### config.mk
export PLATFORM = sky130hd
export DESIGN_NAME = v_tile_out_router_flat
export DESIGN_NICKNAME = d
export VERILOG_FILES = /design/src/rtl/v_tile_pkg.sv /design/src/rtl/v_tile_out_router_if.sv /design/src/rtl/v_tile_out_fifo.sv /design/src/rtl/v_tile_out_router.sv /design/src/flat_wrapper.sv
export SDC_FILE = /design/constraint.sdc
export NUM_CORES = 1
export LEC_CHECK = 0
export BUFFER_PORTS_ARGS = -buffer_cell sky130_fd_sc_hd__buf_4
export CAP_MARGIN = 5
export CORE_MARGIN = 2
export CORE_UTILIZATION = 45
export CTS_BUF_LIST = sky130_fd_sc_hd__clkbuf_2
export DETAILED_ROUTE_END_ITERATION = 7
export GPL_ROUTABILITY_DRIVEN = 0
export PLACE_DENSITY = 0.69
export SYNTH_ARGS = -nofsm -noshare
export SYNTH_HDL_FRONTEND = slang
export SYNTH_HIERARCHICAL = 1
export SYNTH_SLANG_ARGS = --single-unit
### constraint.sdc
create_clock -name clk -period 8.3 [get_ports clk]
set_clock_uncertainty 0.05 [all_clocks]
set_input_delay 1.66 -clock clk [delete_from_list [all_inputs] [get_ports clk]]
set_output_delay 1.66 -clock clk [all_outputs]
set_load 0.02 [all_outputs]
### src/rtl/v_tile_pkg.sv
// Shared types and field positions for the vector tile output router.
package v_tile_pkg;

   // Field layout of the 4-bit destination code from the adder FU.
   localparam int DEST_VALID_BIT = 3;
   localparam int DEST_IDX_LSB   = 0;
   localparam int DEST_IDX_W     = 2;

   // Default result geometry; the router builds its own entry type from its parameters.
   localparam int DEF_WIDTH      = 16;
   localparam int DEF_NUM_INPUTS = 4;

   typedef enum logic [1:0] {
      IDLE     = 2'd0,
      WAIT_RDY = 2'd1,
      SEND     = 2'd2
   } out_state_t;

   typedef struct packed {
      logic [DEF_NUM_INPUTS-1:0][DEF_WIDTH-1:0] data;
      logic [DEST_IDX_W-1:0]                    dest;
   } out_entry_t;

endpackage

### src/rtl/v_tile_out_router_if.sv
// Network write port shared by the router and its neighbours: one data bus,
// per-neighbour write request, ready and acknowledge.
interface v_tile_out_router_if #(
   parameter int width      = 16,
   parameter int num_inputs = 4,
   parameter int num_dests  = 4
);
   logic [num_inputs-1:0][width-1:0] out_data;
   logic [num_dests-1:0]             out_write_en;
   logic [num_dests-1:0]             out_write_rdy;
   logic [num_dests-1:0]             out_write_ack;

   modport master (
      output out_data,
      output out_write_en,
      input  out_write_rdy,
      input  out_write_ack
   );

   modport slave (
      input  out_data,
      input  out_write_en,
      output out_write_rdy,
      output out_write_ack
   );
endinterface

### src/rtl/v_tile_out_fifo.sv
// Small synchronous FIFO of result entries. A push while full is accepted
// when a pop happens on the same edge. Pointers carry one extra bit so that
// full and empty can be told apart.
module v_tile_out_fifo import v_tile_pkg::*; #(
   parameter type entry_t = out_entry_t,
   parameter int  depth   = 2
) (
   input  logic   clk,
   input  logic   reset,
   input  logic   push,
   input  logic   pop,
   input  entry_t wdata,
   output entry_t head,
   output logic   full,
   output logic   empty
);
   localparam int AW = $clog2(depth);

   logic [AW:0] wr_ptr;
   logic [AW:0] rd_ptr;
   entry_t      mem [depth];
   logic        do_push;
   logic        do_pop;

   assign empty   = (wr_ptr == rd_ptr);
   assign full    = (wr_ptr[AW] != rd_ptr[AW]) && (wr_ptr[AW-1:0] == rd_ptr[AW-1:0]);
   assign do_pop  = pop && !empty;
   assign do_push = push && (!full || do_pop);

   // Storage write; entries need no reset because empty gates the head.
   always_ff @(posedge clk) begin
      if (do_push) begin
         mem[wr_ptr[AW-1:0]] <= wdata;
      end
   end

   // Pointer advance, wrapping naturally modulo twice the depth.
   always_ff @(posedge clk or negedge reset) begin
      if (!reset) begin
         wr_ptr <= '0;
         rd_ptr <= '0;
      end else begin
         if (do_push) wr_ptr <= wr_ptr + 1'b1;
         if (do_pop)  rd_ptr <= rd_ptr + 1'b1;
      end
   end

   // Head presentation, forced to zeros while empty.
   always_comb begin
      head = '0;
      if (!empty) head = mem[rd_ptr[AW-1:0]];
   end
endmodule

### src/rtl/v_tile_out_router.sv
// Output router of the vector tile: buffers adder results and delivers each
// one to the neighbour named in its destination code, holding write_en until
// that neighbour acknowledges or the timeout expires.
module v_tile_out_router import v_tile_pkg::*; #(
   parameter int width          = 16,
   parameter int num_inputs     = 4,
   parameter int num_dests      = 4,
   parameter int fifo_depth     = 2,
   parameter int timeout_cycles = 64
) (
   input  logic                             clk,
   input  logic                             reset,
   input  logic [num_inputs-1:0][width-1:0] adder_outputs,
   input  logic [3:0]                       dest_info,
   input  logic                             adder_ack,
   output logic                             in_rdy,
   v_tile_out_router_if.master              net,
   output logic                             err_overflow,
   output logic                             err_timeout,
   input  logic                             err_clear,
   output logic [15:0]                      sent_count
);
   typedef struct packed {
      logic [num_inputs-1:0][width-1:0] data;
      logic [DEST_IDX_W-1:0]            dest;
   } entry_t;

   localparam int          TMO_W    = (timeout_cycles > 1) ? $clog2(timeout_cycles) : 1;
   localparam int unsigned TMO_LAST = (timeout_cycles > 0) ? timeout_cycles - 1 : 0;
   localparam logic [DEST_IDX_W:0] NUM_DESTS_C = (DEST_IDX_W + 1)'(num_dests);

   out_state_t            state;
   logic [num_dests-1:0]  write_en;
   logic [num_dests-1:0]  sel;
   logic [TMO_W-1:0]      tmo_cnt;
   logic [DEST_IDX_W-1:0] dest_idx;
   logic                  dest_ok;
   logic                  push_req;
   logic                  ack_hit;
   logic                  rdy_hit;
   logic                  tmo_fire;
   logic                  pop;
   logic                  overflow_set;
   logic                  full;
   logic                  empty;
   entry_t                head;
   entry_t                wdata;
   logic                  unused_reserved;

   assign unused_reserved = dest_info[2];

   // Incoming result qualification: invalid or out-of-range destinations vanish quietly.
   assign dest_idx     = dest_info[DEST_IDX_LSB +: DEST_IDX_W];
   assign dest_ok      = dest_info[DEST_VALID_BIT] && ({1'b0, dest_idx} < NUM_DESTS_C);
   assign push_req     = adder_ack && dest_ok;
   assign wdata.data   = adder_outputs;
   assign wdata.dest   = dest_idx;

   // Ack only counts from the selected port while sending; an ack beats a coincident timeout.
   assign ack_hit      = (state == SEND) && |(net.out_write_ack & sel);
   assign rdy_hit      = (state == WAIT_RDY) && |(net.out_write_rdy & sel);
   assign tmo_fire     = (timeout_cycles != 0) && (state != IDLE) &&
                         (tmo_cnt == TMO_W'(TMO_LAST)) && !ack_hit;
   assign pop          = ack_hit || tmo_fire;
   assign overflow_set = push_req && full && !pop;

   v_tile_out_fifo #(
      .entry_t (entry_t),
      .depth   (fifo_depth)
   ) u_fifo (
      .clk   (clk),
      .reset (reset),
      .push  (push_req),
      .pop   (pop),
      .wdata (wdata),
      .head  (head),
      .full  (full),
      .empty (empty)
   );

   // One-hot decode of the head entry's destination.
   always_comb begin
      sel = '0;
      for (int i = 0; i < num_dests; i++) begin
         sel[i] = (head.dest == DEST_IDX_W'(i));
      end
   end

   // Delivery FSM with registered write request, timeout counter and delivery count.
   always_ff @(posedge clk or negedge reset) begin
      if (!reset) begin
         state      <= IDLE;
         write_en   <= '0;
         tmo_cnt    <= '0;
         sent_count <= '0;
      end else begin
         case (state)
            IDLE: begin
               tmo_cnt <= '0;
               if (!empty) state <= WAIT_RDY;
            end
            WAIT_RDY: begin
               tmo_cnt <= tmo_cnt + 1'b1;
               if (tmo_fire) begin
                  state <= IDLE;
               end else if (rdy_hit) begin
                  state    <= SEND;
                  write_en <= sel;
               end
            end
            SEND: begin
               tmo_cnt <= tmo_cnt + 1'b1;
               if (ack_hit) begin
                  state      <= IDLE;
                  write_en   <= '0;
                  sent_count <= sent_count + 16'd1;
               end else if (tmo_fire) begin
                  state    <= IDLE;
                  write_en <= '0;
               end
            end
            default: begin
               state    <= IDLE;
               write_en <= '0;
            end
         endcase
      end
   end

   // Sticky error flags; a set on the same edge as a clear wins.
   always_ff @(posedge clk or negedge reset) begin
      if (!reset) begin
         err_overflow <= 1'b0;
         err_timeout  <= 1'b0;
      end else begin
         if (overflow_set)   err_overflow <= 1'b1;
         else if (err_clear) err_overflow <= 1'b0;
         if (tmo_fire)       err_timeout  <= 1'b1;
         else if (err_clear) err_timeout  <= 1'b0;
      end
   end

   assign in_rdy           = !full;
   assign net.out_data     = head.data;
   assign net.out_write_en = write_en;
endmodule

### src/flat_wrapper.sv
// flat-port wrapper written by rule: the top's interface ports become plain ports
module v_tile_out_router_flat import v_tile_pkg::*;
#(
   parameter int width          = 16,
   parameter int num_inputs     = 4,
   parameter int num_dests      = 4,
   parameter int fifo_depth     = 2,
   parameter int timeout_cycles = 64
)
  (clk, reset, adder_outputs, dest_info, adder_ack, in_rdy, err_overflow, err_timeout, err_clear, sent_count, net_out_data, net_out_write_en, net_out_write_rdy, net_out_write_ack);
  v_tile_out_router_if #(.width(width), .num_inputs(num_inputs), .num_dests(num_dests)) net_i ();
  input  logic clk;
  input  logic reset;
  input  logic [num_inputs-1:0][width-1:0] adder_outputs;
  input  logic [3:0] dest_info;
  input  logic adder_ack;
  output logic in_rdy;
  output logic err_overflow;
  output logic err_timeout;
  input  logic err_clear;
  output logic [15:0] sent_count;
  output wire logic [$bits(net_i.out_data)-1:0] net_out_data;
  output wire logic [$bits(net_i.out_write_en)-1:0] net_out_write_en;
  input wire logic [$bits(net_i.out_write_rdy)-1:0] net_out_write_rdy;
  input wire logic [$bits(net_i.out_write_ack)-1:0] net_out_write_ack;
  assign net_out_data = net_i.out_data;
  assign net_out_write_en = net_i.out_write_en;
  assign net_i.out_write_rdy = net_out_write_rdy;
  assign net_i.out_write_ack = net_out_write_ack;
  v_tile_out_router #(.width(width), .num_inputs(num_inputs), .num_dests(num_dests), .fifo_depth(fifo_depth), .timeout_cycles(timeout_cycles)) u_core (.clk(clk), .reset(reset), .adder_outputs(adder_outputs), .dest_info(dest_info), .adder_ack(adder_ack), .in_rdy(in_rdy), .net(net_i), .err_overflow(err_overflow), .err_timeout(err_timeout), .err_clear(err_clear), .sent_count(sent_count));
endmodule
==> results of run 1 <==
## stage by stage
| stage | cell area, sq um | worst slack [ns] | hold slack (ns) | utilization | cells |
|---|---|---|---|---|---|
| 3_5_place_dp | 8210 | 3.75 | 0.428 | 0.561 | 799 |
| 4_1_cts | 8440 | 3.49 | 0.456 | 0.576 | 831 |
| 5_1_grt | 8440 | 3.36 | 0.488 | 0.576 | 831 |
| 6_report | 8440 | 3.63 | 0.442 | 0.576 | 831 |
| 3_3_place_gp | 8210 | 3.75 | 0.412 | 0.561 | 799 |
| 2_1_floorplan | 6820 | 0.822 | 0.425 | - | 468 |
## layout by cell type (no fill, tap or decap), types with 3 or more instances in the layout
cell | Yosys | layout
buf_4 | 3 | 169
edfxtp_1 | 132 | 132
nor2_1 | 80 | 79
mux2i_1 | 68 | 68
dfrtp_1 | 34 | 33
nand2_1 | 25 | 25
clkbuf_2 | 1 | 17
nand3_1 | 13 | 13
xnor2_1 | 10 | 10
inv_1 | 9 | 9
xor2_1 | 9 | 9
o21ai_0 | 8 | 8
ha_1 | 7 | 7
inv_6 | 0 | 5
clkinvlp_4 | 0 | 4
nor3_1 | 5 | 4
nand2b_1 | 4 | 4
mux2_2 | 4 | 4
o211ai_2 | 4 | 4
or3_1 | 3 | 3
## registers in the layout, indices dropped and copies added, names as in the netlist
signal,cells
u_core/err_overflow,1
u_core/tmo_cnt,6
u_core/state,2
u_core/sent_count,16
u_core/err_timeout,1
u_core/u_fifo/rd_ptr,2
u_core/u_fifo/wr_ptr,2
u_core/u_fifo/mem,132
u_core/net.out_write_en,4
## final cells by class
cell class              count  area (sq um)
fillers                  1203          6200
flip-flops and latches    166          4820
multi-input cells         270          1860
repair buffers            169          1270
well taps                 184           230
clock inverters            15           144
clock buffers              17          85.1
inverters                  10          37.5
## report_power, final
group / internal [mW] / leakage, nW / switching, mW
combinational: 0.605 / 1.86 / 0.919
sequential: 1.05 / 1.65 / 0.0811
clock: 0.115 / 0.130 / 0.287
## logic make-up (layout without fill, tap and decap cells)
family,count (synthesis),count (layout),synth area share
mux,73,73,0.110
xor+xnor,19,19,0.0244
fa+ha+maj,7,7,0.0128
buf+inv,32,211,0.0250
compound gates,27,27,0.0294
simple gates,144,144,0.0927
flops,166,166,0.706
## critical path, delay by kind of cell, from the launching register on
kind	cells	cell delay, ns
DFF	1	0.65
buffers and inverters	2	0.75
and+or+nand+nor	2	0.63
xor gates and xnor gates	1	0.24
## path summary, 6_finish.rpt
path	endpoint	depth (start not counted)	slack, ns
max	net_out_data[29]	5	3.63
min	u_core/sent_count[15]$_DFFE_PN0P_	1	0.44
max reg2reg	u_core/u_fifo/mem[1][48]$_DFFE_PP_	9	3.75
min reg2reg	u_core/sent_count[15]$_DFFE_PN0P_	1	0.44
max in group asynchronous	u_core/u_fifo/rd_ptr[0]$_DFFE_PN0P_	1	7.02
min in group asynchronous	u_core/sent_count[4]$_DFFE_PN0P_	1	0.80
## routing by layer
| metal | routed length (um) | track usage |
|---|---|---|
| met1 | 5280 | 0.197 |
| met2 | 6290 | 0.268 |
| met5 | 0 | 0 |
| met3 | 1040 | 0.0620 |
| met4 | 159 | 0.0621 |
## synthesized netlist by cell type, types with 3 or more instances
cell      count  area (sq um)
inv_1         9          33.8
mux2i_1      68           681
ha_1          7          87.6
nand2_1      25          93.8
buf_2        12          60.1
nor3_1        5          25.0
xnor2_1      10          87.6
or3_1         3          18.8
xor2_1        9          78.8
dfrtp_1      34           851
buf_4         3          22.5
nand2b_1      4          25.0
a21oi_1       3          15.0
mux2_2        4          45.0
o21ai_0       8          40.0
nand3_1      13          65.1
o211ai_2      4          50.1
nor2_1       80           300
edfxtp_1    132          3960
clkbuf_1      3          11.3
buf_6         3          33.8
==> run_results.csv, run 1 <==
group,metric,value,unit
run_status,outcome,"complete, no violations",
cts,cts.htree.levels,4,
pwr,p_per_area,362,mW/mm^2
synthesis,synth_seq_cells,166,
cells_and_area,finalNetCount,721,
critical_path,cp.arrival,2.96,ns
detailed_routing,ant_nets,0,
global_route,overflow,0,
sta,tns,0,ns
critical_path,startpoint_type,"flop",
synthesis,postSynth.asyncResetShare,0.205,
die,std_cell_rows,44,
synthesis,synth_area,0.00682,sq mm
synthesis,syn_avg_cell_area,14.6,sq um
cells_and_area,syn2layout_area_growth,23.8,%
detailed_routing,via_per_inst,5.03,
cts,cts_tree,"built",
synthesis,ys_warn_count,6,
global_route,grt_max_degree,67,
sta,finalSetupViolations,0,
die,pin_count,167,
sta,period_share,0.562,
detailed_routing,post_drt_wl_per_cell,15.4,um
run,max-cap-violations,0,
sta,tightest_slew,0.999,ns
die,initial_core_util,0.466,
synthesis,synthesis.nets,555,
cts,clock-sinks,166,
sta,hold_violations,0,
synthesis,ys_seq_area_frac,0.706,
cts,holdBufCountCts,0,
die,core_area,0.0146,sq mm
cts,root_buffer,"clkbuf_2",
synthesis,synthFlopType,"edfxtp_1",
cts,clk_path_buf_depth,2,
detailed_routing,routed_wl,12800,um
critical_path,slowest_stage,"dfrtp_4",
detailed_routing,drcViolationCount,0,
detailed_routing,via_count,4184,
cts,postCtsSetupBuffers,0,
sta,slew_violations,0,
die,die_h,127,um
place,dpl.hpwl,8540,um
cells_and_area,drive_above_1_share,0.331,
critical_path,crit_fanout,48,
synthesis,synth_cell_types,43,
min_path,hold_start,"u_core/sent_count[15]$_DFFE_PN0P_",
pwr,vdd_drop_max,0.214,mV
cts,clkTransAtPathRegs,0.24,ns
critical_path,r2r_start,"u_core/u_fifo/rd_ptr[0]$_DFFE_PN0P_",
critical_path,critical_path_class,"reg -> out",
min_path,hp-class,"reg -> reg",
synthesis,synth_cells,468,
cts,cts_resized,0,
global_route,grt_antenna_before_repair,0,
critical_path,crit_path_cell_trace,"xor2_1, nor2_4, buf_4, nor2_1, buf_4",
cells_and_area,antenna_cells,0,
die,die_x,127,um
global_route,grt_first_pass_wirelength,20500,um
global_route,grt_pass1_vias,4257,
critical_path,slowest_delay,0.65,ns
detailed_routing,drt_pass1_iterations,4,
synthesis,synth_edf_count,132,
sta,rsz0062_at_grt,"false",
critical_path,crit_required,6.59,ns
detailed_routing,drt-initial-drc-count,196,
critical_path,cp-startpoint,"u_core/u_fifo/rd_ptr[0]$_DFFE_PN0P_",
pwr,p_leak,3.64,nW
pwr,p_total,3.05,mW
die,die_area,0.0162,sq mm
sta,slew_headroom,0.332,
sta,period_minus_slack,4.67,ns
place,port_buffers,165,
critical_path,cp-end-kind,"primary output",
global_route,global_route.usage.total,0.163,
critical_path,cp_common_cell,"buf_4",
cts,cts-buffers-inserted,17,
cts,insertion_delay,0.70,ns
sta,max_freq,214,MHz
No activity file was read; power rests on OpenSTA's default activity.
==> run 2, diff against run 1 <==
--- a/config.mk
+++ b/config.mk
@@ -5,6 +5,7 @@
 export SDC_FILE = /design/constraint.sdc
 export NUM_CORES = 1
 export LEC_CHECK = 0
+export ABC_AREA = 1
 export BUFFER_PORTS_ARGS = -buffer_cell sky130_fd_sc_hd__buf_4
 export CAP_MARGIN = 5
 export CORE_MARGIN = 2
==> constraint.sdc (replaced) <==
create_clock -name clk -period 4.8 [get_ports clk]
set_clock_uncertainty 0.05 [all_clocks]
set_input_delay 0.96 -clock clk [delete_from_list [all_inputs] [get_ports clk]]
set_output_delay 0.96 -clock clk [all_outputs]
set_load 0.02 [all_outputs]
==> run_results.csv, run 2 <==
group,metric,value,unit
place,post-place-cells,968,
cells_and_area,mostFrequentLayoutCells,"nand2_1, buf_4, edfxtp_1",
critical_path,startpoint_type,"flop",
place,placed_area,0.00844,sq mm
global_route,global_route.usage.total,0.181,
global_route,overflow,0,
sta,timing.hold.ws,0.301,ns
place,dpl.hpwl,9730,um
critical_path,slowest_stage,"buf_4",
run,max-cap-violations,0,
synthesis,synth_area,0.00704,sq mm
synthesis,synthFlopType,"edfxtp_1",
cts,cts-buffers-inserted,17,
cells_and_area,layout_commonest_cell,"nand2_1",
detailed_routing,via_per_inst,4.88,
sta,period_minus_slack,4.26,ns
pwr,vdd_drop_max,0.318,mV
cts,cts_resized,0,
cts,cts_tree,"built",
synthesis,synth_seq_cells,166,
synthesis,postSynth.asyncResetShare,0.205,
cts,root_buffer,"clkbuf_2",
detailed_routing,ant_nets,0,
pwr,p_per_area,603,mW/mm^2
sta,max_freq,235,MHz
critical_path,slowest_delay,0.67,ns
detailed_routing,post_drt_wl_per_cell,14.6,um
synthesis,ys_warn_count,6,
die,std_cell_rows,45,
critical_path,cp-end-kind,"primary output",
run_status,outcome,"complete, no violations",
pwr,p_leak,3.65,nW
sta,tns,0,ns
cells_and_area,final_cell_area,0.00870,sq mm
synthesis,synth_common_cells,"nand2_1, edfxtp_1, a21oi_1",
cells_and_area,drive_above_1_share,0.318,
die,core_area,0.0153,sq mm
min_path,hp-class,"in -> reg",
sta,slew_headroom,0.525,
die,pin_count,167,
detailed_routing,via_count,4883,
cells_and_area,antenna_cells,0,
critical_path,cp_common_cell,"nand2_2",
synthesis,synth_top_area_frac,0.563,
die,initial_core_util,0.461,
die,die_x,129,um
global_route,grt_pass1_vias,4883,
sta,hold_violations,0,
cells_and_area,instances_no_fill,1001,
detailed_routing,drt-initial-drc-count,243,
cells_and_area,syn2layout_area_growth,23.6,%
die,die_h,129,um
synthesis,synth_cell_types,26,
synthesis,synthTopCellsByArea,"edfxtp_1, dfrtp_1, nand2_1",
cts,postCtsSetupBuffers,0,
sta,rsz0062_at_grt,"false",
critical_path,crit_required,3.79,ns
sta,period_share,0.887,
global_route,grt_first_pass_wirelength,22800,um
global_route,grt_max_degree,54,
critical_path,crit_fanout,49,
synthesis,ys_seq_area_frac,0.684,
critical_path,critical_path_class,"reg -> out",
detailed_routing,drt_pass1_iterations,4,
cts,insertion_delay,0.76,ns
critical_path,crit_path_cell_trace,"inv_4, nand2_2, nand2_2, nand2_2, inv_2, buf_4, a21oi_1, buf_4",
detailed_routing,drcViolationCount,0,
synthesis,synthesis.nets,699,
place,port_buffers,165,
die,die_area,0.0167,sq mm
synthesis,synth_edf_count,132,
cells_and_area,finalNetCount,864,
synthesis,syn_avg_cell_area,11.5,sq um
detailed_routing,routed_wl,14600,um
synthesis,synth_cells,612,
cts,clkTransAtPathRegs,0.24,ns
cts,holdBufCountCts,0,
sta,slew_violations,0,
cts,cts.htree.levels,4,
global_route,grt_antenna_before_repair,0,
cells_and_area,fillers,1277,
cts,clock-sinks,166,
cts,clk_path_buf_depth,2,
cells_and_area,fin_util,0.570,
sta,tightest_slew,0.712,ns
synthesis,synth_most_common_cell,"nand2_1",
synthesis,synth_top_cell_by_area,"edfxtp_1",
sta,finalSetupViolations,0,
cells_and_area,largest_reg_flops,132,
critical_path,cp.arrival,3.25,ns
==> run 2: per-stage QoR <==
| step | total power [mW] | setup WS [ns] |
|---|---|---|
| after detailed placement | 4.54 | 0.734 |
| after global routing | 5.58 | 0.300 |
| after floorplan | 3.62 | 1.06 |
| final | 5.25 | 0.542 |
| after global placement | 4.48 | 0.864 |
| after CTS | 5.30 | 0.456 |
==> run 2: worst paths after layout <==
| kind | startpoint | to | slack [ns] | depth (start not counted) |
|---|---|---|---|---|
| hold / removal | adder_outputs[5] | u_core/u_fifo/mem[1][7]$_DFFE_PP_ | 0.30 | 1 |
| hold reg to reg | u_core/net.out_write_en[0]$_DFFE_PN0P_ | u_core/net.out_write_en[0]$_DFFE_PN0P_ | 0.46 | 2 |
| min in group asynchronous | reset | u_core/sent_count[6]$_DFFE_PN0P_ | 0.59 | 2 |
| setup / recovery | u_core/u_fifo/rd_ptr[0]$_DFFE_PN0P_ | net_out_data[58] | 0.54 | 8 |
| setup reg to reg | u_core/u_fifo/rd_ptr[0]$_DFFE_PN0P_ | u_core/u_fifo/mem[0][50]$_DFFE_PP_ | 0.72 | 17 |
| max in group asynchronous | reset | u_core/u_fifo/rd_ptr[0]$_DFFE_PN0P_ | 3.77 | 2 |
==> run 2: where the power goes <==
part           total, mW  internal (mW)  switching (mW)
registers           1.93           1.81           0.120
logic               2.56          0.897            1.66
clock network      0.761          0.251           0.511
total               5.25           2.95            2.29
==> run 2: kinds of logic (layout without fill, tap and decap cells) <==
| family | after synthesis | count (layout) | synth area share |
|---|---|---|---|
| simple gates | 276 | 276 | 0.163 |
| flops | 166 | 166 | 0.684 |
| compound gates | 81 | 81 | 0.0741 |
| buf+inv | 66 | 244 | 0.0468 |
| xor+xnor | 16 | 16 | 0.0199 |
| fa+ha+maj | 7 | 7 | 0.0124 |
==> run 2: area by class of cell <==
cell class	count	area, sq um	share of cell area
flip-flops and latches	166	4820	0.554
multi-input cells	380	1890	0.218
clock buffers	17	85.1	0.00978
inverters	40	155	0.0178
clock inverters	15	164	0.0188
repair buffers	172	1320	0.152
well taps	211	264	0.0304
==> run 2: routing by layer <==
layer  up-vias  track usage  routed length (um)  part of all wire
met5         -            0                   0                 0
met4         0       0.0716                 317             0.022
met3        24       0.0743                1210             0.082
met2       152        0.300                7200              0.49
met1      2315        0.210                5920              0.40
li1       2392            -                   -                 -
==> run 2: critical path, delay by kind of cell, from the launching register on <==
family	cells	cell delay, ns
buf+inv	4	1.47
flops	1	0.61
simple gates	3	0.26
compound gates	1	0.13
==> run 3, diff against run 2 <==
--- a/config.mk
+++ b/config.mk
@@ -9,11 +9,11 @@
 export BUFFER_PORTS_ARGS = -buffer_cell sky130_fd_sc_hd__buf_4
 export CAP_MARGIN = 5
 export CORE_MARGIN = 2
-export CORE_UTILIZATION = 45
+export CORE_UTILIZATION = 25
 export CTS_BUF_LIST = sky130_fd_sc_hd__clkbuf_2
 export DETAILED_ROUTE_END_ITERATION = 7
 export GPL_ROUTABILITY_DRIVEN = 0
-export PLACE_DENSITY = 0.69
+export RECOVER_POWER = 25
 export SYNTH_ARGS = -nofsm -noshare
 export SYNTH_HDL_FRONTEND = slang
 export SYNTH_HIERARCHICAL = 1
==> run_results.csv, run 3 (synthesized netlist as in run 2, its figures left out) <==
group,metric,value,unit
detailed_routing,wl_met3,1210,um
sta,period_minus_slack,4.08,ns
global_route,grt_pass1_vias,4599,
sta,hold_violations,0,
detailed_routing,drt-initial-drc-count,304,
critical_path,startpoint_type,"flop",
global_route,grt_first_pass_wirelength,24700,um
sta,tns,0,ns
pwr,p_per_area,597,mW/mm^2
cells_and_area,syn2layout_area_growth,26.5,%
sta,slew_violations,35,
place,pre_cts_slack,0.721,ns
critical_path,cp-end-kind,"flop",
cells_and_area,layout_commonest_cell,"nand2_1",
pwr,p_leak,3.64,nW
detailed_routing,drt_pass1_iterations,4,
cells_and_area,mostFrequentLayoutCells,"nand2_1, edfxtp_1, buf_4",
cts,cts_tree,"built",
detailed_routing,via_count,4766,
cts,clk_path_buf_depth,2,
detailed_routing,drcViolationCount,0,
sta,finalSetupViolations,0,
run,max-cap-violations,1,
place,post-place-cells,1140,
place,port_buffers,165,
detailed_routing,routed_wl,16100,um
cts,cts_resized,0,
global_route,overflow,0,
detailed_routing,via_per_inst,4.06,
sta,rsz0062_at_grt,"false",
sta,tightest_slew,1.89,ns
die,core_area,0.0278,sq mm
cells_and_area,fin_util,0.320,
pwr,p_total,5.31,mW
sta,timing.final.ws_setup,0.724,ns
place,placed_area,0.00867,sq mm
global_route,global_route.usage.total,0.111,
cts,clkTransAtPathRegs,0.27,ns
cts,cts.htree.levels,4,
die,std_cell_rows,61,
cells_and_area,finalNetCount,868,
critical_path,critical_path_class,"reg -> reg",
detailed_routing,highest_layer,"met5",
detailed_routing,post_drt_wl_per_cell,13.7,um
sta,timing.hold.ws,0.387,ns
cells_and_area,largest_reg_flops,132,
critical_path,cp.arrival,4.47,ns
global_route,grt_max_degree,58,
detailed_routing,met2_length,7790,um
die,die_area,0.0295,sq mm
sta,slew_headroom,-0.262,
cts,root_buffer,"clkbuf_2",
critical_path,crit_required,5.19,ns
place,dpl.hpwl,10800,um
global_route,grt_antenna_before_repair,2,
cells_and_area,final_cell_area,0.00890,sq mm
sta,max_freq,245,MHz
critical_path,crit_fanout,38,
die,initial_core_util,0.253,
die,die_h,172,um
cells_and_area,instances_no_fill,1173,
die,pin_count,167,
sta,period_share,0.849,
cells_and_area,drive_above_1_share,0.311,
pwr,vdd_drop_max,0.320,mV
cts,postCtsSetupBuffers,0,
run_status,outcome,"complete, but fails checks",
cts,cts-buffers-inserted,17,
run_status,violations,"capacitance limit, slew limit",
die,die_x,172,um
cts,insertion_delay,0.69,ns
cts,clock-sinks,166,
detailed_routing,wl_met1,6860,um
min_path,hp-class,"in -> reg",
detailed_routing,ant_nets,0,
cts,holdBufCountCts,0,
run 3: report_power, final:
group | internal [mW] | switching (mW) | total [mW]
clock | 0.259 | 0.529 | 0.788
combinational | 0.907 | 1.71 | 2.62
sequential | 1.81 | 0.0985 | 1.91
run 3: layer usage:
layer,GRT usage,vias to the layer above
met1,0.135,2240
met2,0.181,117
met4,0.0365,2
li1,-,2395
met5,0,-
met3,0.0421,12
run 3: final timing paths:
| check | from | to | slack, ns | depth (start not counted) |
|---|---|---|---|---|
| worst max-delay path | u_core/u_fifo/rd_ptr[0]$_DFFE_PN0P_ | u_core/u_fifo/mem[1][65]$_DFFE_PP_ | 0.72 | 15 |
| min in group asynchronous | reset | u_core/sent_count[7]$_DFFE_PN0P_ | 0.69 | 1 |
| max in group asynchronous | reset | u_core/u_fifo/rd_ptr[0]$_DFFE_PN0P_ | 2.82 | 1 |
| worst max register to register | u_core/u_fifo/rd_ptr[0]$_DFFE_PN0P_ | u_core/u_fifo/mem[1][65]$_DFFE_PP_ | 0.72 | 15 |
| worst min register to register | u_core/net.out_write_en[0]$_DFFE_PN0P_ | u_core/net.out_write_en[0]$_DFFE_PN0P_ | 0.47 | 2 |
| worst min-delay path | err_clear | u_core/err_timeout$_DFFE_PN0P_ | 0.39 | 2 |
run 3: area by class of cell:
type | count | area, sq um
Timing Repair Buffer | 176 | 1300
Antenna cell | 1 | 2.50
Clock inverter | 14 | 165
Clock buffer | 18 | 90.1
Fill cell | 2873 | 18900
Multi-Input combinational cell | 380 | 1890
Tap cell | 378 | 473
Inverter | 40 | 159
Sequential cell | 166 | 4820
run 3: worst max-delay path, stage by stage, from the launching register on:
cell and delay, ns:
dfrtp_2 0.47, buf_4 0.39, nand2_1 0.09, a21oi_1 0.59, nor2_1 0.15, nand2_1 0.12, nand2_2 0.06, o21ai_2 0.14
inv_2 0.15, nor2_1 0.16, inv_1 0.10, inv_1 0.06, nand3_1 0.14, nand2_1 0.13, clkinv_2 0.55, buf_4 0.45
